**src/rtl/atomic_alu_pkg.sv**
```systemverilog
// Shared command-word layout, CAS opcode and issue-FSM state encoding.
package atomic_alu_pkg;

  localparam int unsigned CMD_W = 12;
  localparam int unsigned OP_HI = 11;
  localparam int unsigned OP_LO = 9;
  localparam int unsigned OP_W  = OP_HI - OP_LO + 1;

  localparam logic [OP_W-1:0] OP_CAS = 3'b111;

  typedef enum logic [1:0] {
    IDLE  = 2'd0,
    ISSUE = 2'd1,
    WAIT  = 2'd2
  } state_t;

  // CAS commands need the longer recovery gap.
  function automatic logic is_cas(input logic [CMD_W-1:0] cmd);
    return cmd[OP_HI:OP_LO] == OP_CAS;
  endfunction

endpackage

```
**src/rtl/cmd_fifo.sv**
```systemverilog
// Power-of-two circular FIFO holding queued command words.
module cmd_fifo #(
  parameter int unsigned DEPTH = 8,
  parameter int unsigned W     = 12
) (
  input  logic                     clk,
  input  logic                     rst_n,
  input  logic                     push,
  input  logic                     pop,
  input  logic [W-1:0]             wdata,
  output logic [W-1:0]             rdata,
  output logic [$clog2(DEPTH):0]   count,
  output logic                     full,
  output logic                     empty
);

  localparam int unsigned AW = $clog2(DEPTH);
  localparam int unsigned CW = AW + 1;

  logic [W-1:0]  mem [DEPTH];
  logic [AW-1:0] wr_ptr;
  logic [AW-1:0] rd_ptr;
  logic          do_push;
  logic          do_pop;

  assign full    = (count == CW'(DEPTH));
  assign empty   = (count == '0);
  assign do_push = push && !full;
  assign do_pop  = pop && !empty;
  assign rdata   = mem[rd_ptr];

  // Storage needs no reset; occupancy and pointers define validity.
  always_ff @(posedge clk) begin
    if (do_push) mem[wr_ptr] <= wdata;
  end

  always_ff @(posedge clk or negedge rst_n) begin
    if (!rst_n) begin
      wr_ptr <= '0;
      rd_ptr <= '0;
      count  <= '0;
    end else begin
      if (do_push) wr_ptr <= wr_ptr + AW'(1);
      if (do_pop)  rd_ptr <= rd_ptr + AW'(1);
      case ({do_push, do_pop})
        2'b10:   count <= count + CW'(1);
        2'b01:   count <= count - CW'(1);
        default: count <= count;
      endcase
    end
  end

endmodule

```
**src/rtl/command_queue.sv**
```systemverilog
// Command queue: buffers command words and issues them one at a time with
// an op-dependent idle gap between syscall strobes.
module command_queue
  import atomic_alu_pkg::*;
#(
  parameter int unsigned DEPTH   = 8,
  parameter int unsigned OP_GAP  = 2,
  parameter int unsigned CAS_GAP = 3
) (
  input  logic                   clk,
  input  logic                   rst_n,
  input  logic [11:0]            in_command,
  input  logic                   in_valid,
  output logic                   in_ready,
  output logic [11:0]            command,
  output logic                   syscall,
  output logic                   busy,
  output logic [$clog2(DEPTH):0] count
);

  localparam int unsigned GAP_W = 8;

  state_t           state;
  logic [GAP_W-1:0] gap_cnt;
  logic [CMD_W-1:0] head;
  logic             full;
  logic             empty;
  logic             push_c;
  logic             pop_c;
  logic             gap_done_c;

  cmd_fifo #(.DEPTH(DEPTH), .W(CMD_W)) u_fifo (
    .clk   (clk),
    .rst_n (rst_n),
    .push  (push_c),
    .pop   (pop_c),
    .wdata (in_command),
    .rdata (head),
    .count (count),
    .full  (full),
    .empty (empty)
  );

  assign in_ready   = !full;
  assign push_c     = in_valid && in_ready;
  assign busy       = (state != IDLE) || (count != '0);
  // A gap of 0 or 1 both end after a single WAIT cycle.
  assign gap_done_c = (gap_cnt <= GAP_W'(1));
  assign pop_c      = !empty && ((state == IDLE) || (state == WAIT && gap_done_c));

  always_ff @(posedge clk or negedge rst_n) begin
    if (!rst_n) begin
      state   <= IDLE;
      gap_cnt <= '0;
      syscall <= 1'b0;
      command <= '0;
    end else begin
      case (state)
        IDLE: begin
          if (pop_c) begin
            command <= head;
            syscall <= 1'b1;
            state   <= ISSUE;
          end
        end
        ISSUE: begin
          syscall <= 1'b0;
          gap_cnt <= is_cas(command) ? GAP_W'(CAS_GAP) : GAP_W'(OP_GAP);
          state   <= WAIT;
        end
        WAIT: begin
          if (gap_done_c) begin
            gap_cnt <= '0;
            if (pop_c) begin
              command <= head;
              syscall <= 1'b1;
              state   <= ISSUE;
            end else begin
              state <= IDLE;
            end
          end else begin
            gap_cnt <= gap_cnt - GAP_W'(1);
          end
        end
        default: begin
          syscall <= 1'b0;
          state   <= IDLE;
        end
      endcase
    end
  end

endmodule

```
**config.mk**
```make
export PLATFORM = sky130hd
export DESIGN_NAME = command_queue
export DESIGN_NICKNAME = d
export VERILOG_FILES = /design/src/rtl/atomic_alu_pkg.sv /design/src/rtl/cmd_fifo.sv /design/src/rtl/command_queue.sv
export SDC_FILE = /design/constraint.sdc
export NUM_CORES = 1
export LEC_CHECK = 0
export CORE_MARGIN = 2
export CORE_UTILIZATION = 36
export DETAILED_ROUTE_END_ITERATION = 10
export GPL_TIMING_DRIVEN = 0
export MAX_ROUTING_LAYER = met4
export PLACE_DENSITY = 0.53
export SETUP_SLACK_MARGIN = 0.5
export SYNTH_ARGS = -nofsm -noshare
export SYNTH_HDL_FRONTEND = slang
export SYNTH_HIERARCHICAL = 1
export SYNTH_SLANG_ARGS = --single-unit
```
**constraint.sdc**
```tcl
create_clock -name clk -period 2.8 [get_ports clk]
set_input_delay 0.56 -clock clk [delete_from_list [all_inputs] [get_ports clk]]
set_output_delay 0.56 -clock clk [all_outputs]
set_load 0.02 [all_outputs]
```
# Word-level counts from Yosys, hierarchy flattened
# Memory sizes are Yosys's and may differ from the RTL's.
# Cells that the tools add are included.
[word_totals]
elab_cells = 56
mem_bits_ro = 0
mem_bits_rw = 96
regBits = 33
latch_bits = 0
memories = 1
input_bits = 15
[classes]
mux = 16
n_eq_ne = 8
n_bitwise = 0
n_lt_le_gt_ge = 1
n_mul = 0
n_div = 0
n_addsub = 5
reduce_logical = 18
n_shift = 0
[memory_table]
columns = ["memory", "depth", "width", "rd", "rd_clocked_by_memory_dff", "write_ports", "line_no", "text"]
rows = [
  ["u_fifo.mem", 8, 12, 1, 0, 1, "cmd_fifo.sv:20", "logic [W-1:0] mem [DEPTH];"],
]
[op_table]
columns = ["cell", "count"]
rows = [
  ["two-way mux 12 bit", 2],
  ["case mux 12 bit (2 select lines)", 1],
  ["case mux 8 bit (2 select lines)", 1],
  ["less-or-equal comparator 8 x 1 -> 1 bit (second input constant)", 1],
  ["two-way mux 8 bit", 1],
  ["case mux 4 bit (2 select lines)", 1],
  ["nonzero test 2 bit", 4],
  ["subtractor 8 x 1 -> 8 bit (second input constant)", 1],
  ["adder 3 x 1 -> 3 bit (second input constant)", 2],
  ["two-way mux 1 bit", 6],
  ["case mux 2 bit (3 select lines)", 1],
  ["logical AND 1 bit", 5],
  ["adder 4 x 1 -> 4 bit (second input constant)", 1],
  ["== test 2 x 1 -> 1 bit (second input constant)", 2],
  ["== test 2 bit (second input constant)", 2],
  ["== test 4 bit (second input constant)", 1],
  ["zero test 4 bit", 1],
  ["two-way mux 2 bit", 2],
  ["AND reduction 2 bit", 2],
  ["nonzero test 4 bit", 1],
  ["subtractor 4 x 1 -> 4 bit (second input constant)", 1],
  ["== test 3 bit (second input constant)", 1],
  ["zero test 1 bit", 2],
  ["zero test 2 bit", 1],
  ["other kinds (4)", 5],
]

# Depth between registers and ports, before layout
[depth]
depth_word = 7
ltp_mapped = 12

# Modules after synthesis
# The synthesis kept the hierarchy.
[by_module_without_submodules]
columns = ["module", "area_each_um2", "seq_area_each_um2", "instances", "cells_per_inst"]
rows = [
  ["cmd_fifo", 4335.4, 3133.0, 1, 206],
  ["command_queue", 1196.1, 575.6, 1, 98],
]

# Worst setup path after synthesis
# OpenSTA, ideal clock, no wires.
[synth_path]
kind = "register -> register"
start = "reg u_fifo.count[0]"
end = "reg u_fifo.count[3]"
arrival_ns = 2.925
stages_incl_launch_ff = 10
required_ns = 2.666
setup_ns = 0.134
slack_ns = -0.259
cell_sequence = "dfrtp_1 nor4_1 a21oi_1 o41ai_1 inv_1 ha_1 ha_1 or4b_2 o311ai_0 o211ai_1"
[synth_via]
elab_chain_len = 6
word_cells_on_any_way = 14
[synth_lines]
columns = ["element", "line_no", "text"]
rows = [
  ["start, declared", "cmd_fifo.sv:12", "output logic [$clog2(DEPTH):0] count,"],
  ["start signal, assigned", "cmd_fifo.sv:46", "2'b10: count <= count + CW'(1);"],
  ["start signal, assigned", "cmd_fifo.sv:47", "2'b01: count <= count - CW'(1);"],
  ["start signal, assigned", "cmd_fifo.sv:48", "default: count <= count;"],
  ["zero test 4 bit *", "cmd_fifo.sv:27", "assign empty = (count == '0);"],
  ["via empty", "command_queue.sv:27", "logic empty;"],
  ["zero test 1 bit *", "command_queue.sv:49", "assign pop_c = !empty && ((state == IDLE) || (state == WAIT && gap_done_c));"],
  ["logical AND 1 bit *", "command_queue.sv:49", ""],
  ["via pop_c", "command_queue.sv:29", "logic pop_c;"],
  ["logical AND 1 bit *", "cmd_fifo.sv:29", "assign do_pop = pop && !empty;"],
  ["via u_fifo.do_pop", "cmd_fifo.sv:24", "logic do_pop;"],
  ["== test 2 x 1 -> 1 bit / == test 2 bit (equally long branches)", "cmd_fifo.sv:45", "case ({do_push, do_pop})"],
  ["case mux 4 bit (2 select lines) / nonzero test 2 bit (equally long branches)", "--", ""],
]
# The timed path passes the listed nets; every way through them passes the cells marked *.
# A chain may end at the register's enable or synchronous reset.

# Final worst setup path
[layout_path]
start = "reg gap_cnt[0]"
end = "reg u_fifo.count[3]"
[layout_via]
elab_chain_len = 7
word_cells_on_any_way = 9
[layout_lines]
columns = ["element", "line_no", "text"]
rows = [
  ["start, declared", "command_queue.sv:24", "logic [GAP_W-1:0] gap_cnt;"],
  ["start signal, assigned", "command_queue.sv:68", "gap_cnt <= is_cas(command) ? GAP_W'(CAS_GAP) : GAP_W'(OP_GAP);"],
  ["start signal, assigned", "command_queue.sv:82", "gap_cnt <= gap_cnt - GAP_W'(1);"],
  ["less-or-equal comparator 8 x 1 -> 1 bit *", "command_queue.sv:48", "assign gap_done_c = (gap_cnt <= GAP_W'(1));"],
  ["logical AND 1 bit *", "command_queue.sv:49", ""],
  ["logical OR 1 bit *", "command_queue.sv:49", ""],
  ["logical AND 1 bit *", "command_queue.sv:49", ""],
  ["via pop_c", "command_queue.sv:29", ""],
  ["logical AND 1 bit *", "cmd_fifo.sv:29", ""],
  ["via u_fifo.do_pop", "cmd_fifo.sv:24", ""],
  ["== test 2 x 1 -> 1 bit / == test 2 bit (equally long branches)", "cmd_fifo.sv:45", ""],
  ["case mux 4 bit (2 select lines) / nonzero test 2 bit (equally long branches)", "--", ""],
]
# Marked as above.

==> summary.md <==
| Metric | Value |
|---|---|
| Status | finished clean |
| Post-synthesis sequential element count | 129 |
| Wire length per cell | 18.97 um |
| Final Hold Fails | 0 |
| P&R area growth vs syn | 28.07% |
| Critical path arrival | 2.88 ns |
| Setup_tns | 0 ns |
| Drt total wl | 11.04 mm |
| Starting Density | 0.3666 |
| Clock Pin Slew Worst Setup and Hold Paths | 0.06 ns |
| Critical path's top delay family | adder cells |
| Worst slew margin | 0.4216 |
| Crit path depth | 12 |
| Filler Cell Count | 1,308 |
| Largest net degree at the start of global routing | 34 |
| Seq/Total Area, Yosys | 0.6704 |
| Syn Nets | between 300 and 400 |
| Worst Hold Class | input pin to asynchronous set/reset pin |
| I/O pin count | 34 |
| Die height | around 130 um |
| Cell variety after synth | 49 |
| Max-slew violation count | 0 |
| Required time of the critical path | 3.13 ns |
| Core footprint | 0.01509 mm^2 |
| Most numerous cell in the Yosys netlist | edfxtp_1 |
| Cell taking the most area after synthesis | edfxtp_1 |
| Die area | 0.01637 mm^2 |
| FP Rows | 45 |
| CTS buffer count | 17 |
| Multi-input gate area | 0.001862 mm^2 |
| Yosys top cell area share | 0.5211 |
| Clock latency on the worst-skew pair | between 0.4 and 0.5 ns |
| Ys flop type | edfxtp_1 |
| Ys async rst share | 0.2558 |
| Fmax | 392.2 MHz |
| Maxcap violations | 0 |
| GPL Wtd Cong | approximately 0.75 |
| Vias/cell | between 5 and 6 |
| Placed wire-length estimate | 6.567 mm |
| WP buf/inv | 2 |
| Top cells by count, synth | edfxtp_1, dfrtp_1, mux4_1, mux2_2, inv_1 |
| Post-synth EDFFs | 96 |
| Minimum clock period | 2.550 ns |
| Share of post-route cells with drive strength above 1 | 0.3274 |
| CTS tree | built |
| RSZ-0062 raised after global routing | yes |
| Vias in the first global route | between 3,000 and 4,000 |
| FF+latch area | 0.003716 mm^2 |
| Total GRT Usage | 0.1520 |
| Die Wd | around 130 um |
| Synth Instances | 304 |
| Vias | 2,948 |
| CP Class | register to register |
| Area contributors post-synth | edfxtp_1, dfrtp_1, mux4_1 |
| Antenna-violating nets left | 0 |
| Root Buffer | clkbuf_16 |
| CP peak stage delay | 0.43 ns |
| Pleak | 2.572 nW |
| Slowest cell on crit path | dfrtp_1 |
| PD cells | 1183 mW/mm^2 |
| Initial antenna violation count | 0 |
| Metal3 WL | about 330 um |
| Period utilisation layout | 0.9106 |
| Pre-antenna DRT Iters | 5 |
| Measured slew at the worst slew-check pin | 0.8676 ns |
| Gr ovfl total | 0 |
| Synthesized area | 0.005532 mm^2 |
| Startpoint types | register |
| Peak VDD IR | ~0.7 mV |
| Crit path capture type | register |
| Ant. Diodes | 0 |
| Met2 WL | between 5 and 6 mm |
| Final-report setup violation count | 0 |
| CP cell instances | inv_1 > ha_2 > or2_4 > nand4_4 > a21oi_4 > o41ai_4 > inv_2 > ha_4 > ha_1 > a21oi_2 > mux2_2 > o211ai_1 |
| Clock Skew | between 0.006 and 0.007 ns |
| CTS sink count | 129 |
| First-pass GRT wire length | between 15 and 20 mm |
| Initial DRC count | 187 |
| Port Buf Inserts | 33 |
| # DRC | 0 |
| Top sig layer | met4 |
| Met1 Wirelength | 5.106 mm |
| Register-to-Register Path Depth | 12 |
| CTS max path bufs | 2 |
| CP max FO | 5 |
| Nets | 408 |
| Post-Syn Area per Cell | 18.20 um^2 |
| Final core occ | 0.4695 |
| Synth warn | 6 |
| Htree depth | 4 |
-- metrics by stage --
stage	cell area, um^2	setup slack [ns]	instances	total power [mW]	hold slack (ns)
after floorplan	5620	0.2329	304	4.970	0.2644
after global placement	6186	-0.2759	525	5.834	0.4954
after detailed placement	6197	-0.2449	526	5.890	0.4963
after CTS	6992	0.2228	573	8.363	0.2957
after global routing	7084	0.1230	582	8.860	0.3184
final	7084	0.2503	582	8.380	0.2613
-- report_power, final --
group          total (mW)  switching [mW]  internal, mW
registers            2.79           0.262          2.53
clock network        2.09           0.811          1.28
logic                3.50            1.66          1.84
-- final cells by class --
class / count / share of cell area
Buffer: 10 / 0.01166
Clock buffer: 21 / 0.06499
Clock inverter: 11 / 0.01484
Inverter: 15 / 0.007948
Multi-Input combinational cell: 150 / 0.2628
Sequential cell: 129 / 0.5245
Tap cell: 188 / 0.03320
Timing Repair Buffer: 58 / 0.08001
-- sequential cells by signal, indices dropped and copies added, names as in the netlist --
register       count
u_fifo/mem        96
u_fifo/count       4
u_fifo/rd_ptr      3
state              2
command           12
gap_cnt            8
u_fifo/wr_ptr      3
syscall            1
-- worst paths after layout --
check,from,to,slack [ns]
setup / recovery,gap_cnt[0],u_fifo/count[3],0.25
hold / removal,rst_n,gap_cnt[4],0.26
setup reg to reg,gap_cnt[0],u_fifo/count[3],0.25
max in group asynchronous,rst_n,u_fifo/count[1],1.94
min in group clk,command[8],command[8],0.51
hold reg to reg,command[8],command[8],0.51
-- routing by layer --
layer | up-vias | GRT usage
met1 | 1510 | 0.1922
met4 | 0 | 0.05688
li1 | 1362 | -
met5 | - | -
met3 | 14 | 0.04132
met2 | 62 | 0.2359
-- cells in the final DEF (no fill, tap or decap), types with 3 or more instances in the layout --
cell             synthesis  final
buf_4                    0     21
clkbuf_16                0     17
nor2_4                   0      6
a21oi_1                  8      6
inv_1                   15     13
edfxtp_1                96     96
o21ai_0                  4      3
xor2_1                   3      3
nand2_1                 14     13
dfrtp_1                 33     27
buf_12                   1      5
mux2_2                  18     18
dfrtp_2                  0      6
inv_6                    0      4
nand3_1                  4      4
buf_6                    3      5
nand2b_1                 3      3
mux4_2                   3      3
mux4_1                  21     21
xnor2_1                  6      6
ha_1                    11      8
nor3b_1                  3      3
clkinv_2                 0      3
mux2_4                   9      9
clkdlybuf4s50_1          0     30
nor2_1                  10      4
clkbuf_1                 4      5
-- what timing repair did --
item | CTS | global route
resized for setup | 22 | 8
hold buffers | 0 | 0
setup buffers | 15 | 9
pin swaps | 9 | 6
endpoints found under the setup margin | 98 | 65
-- cells by family after synthesis --
| family | count (synthesis) | share of synthesized area |
|---|---|---|
| compound gates | 27 | 0.03506 |
| xor+xnor | 9 | 0.01425 |
| fa+ha+maj | 12 | 0.02850 |
| buf+inv | 25 | 0.02443 |
| flops | 129 | 0.6704 |
| mux | 52 | 0.1748 |
| simple gates | 50 | 0.05248 |
Note: power is estimated with default switching activity, not from simulation.
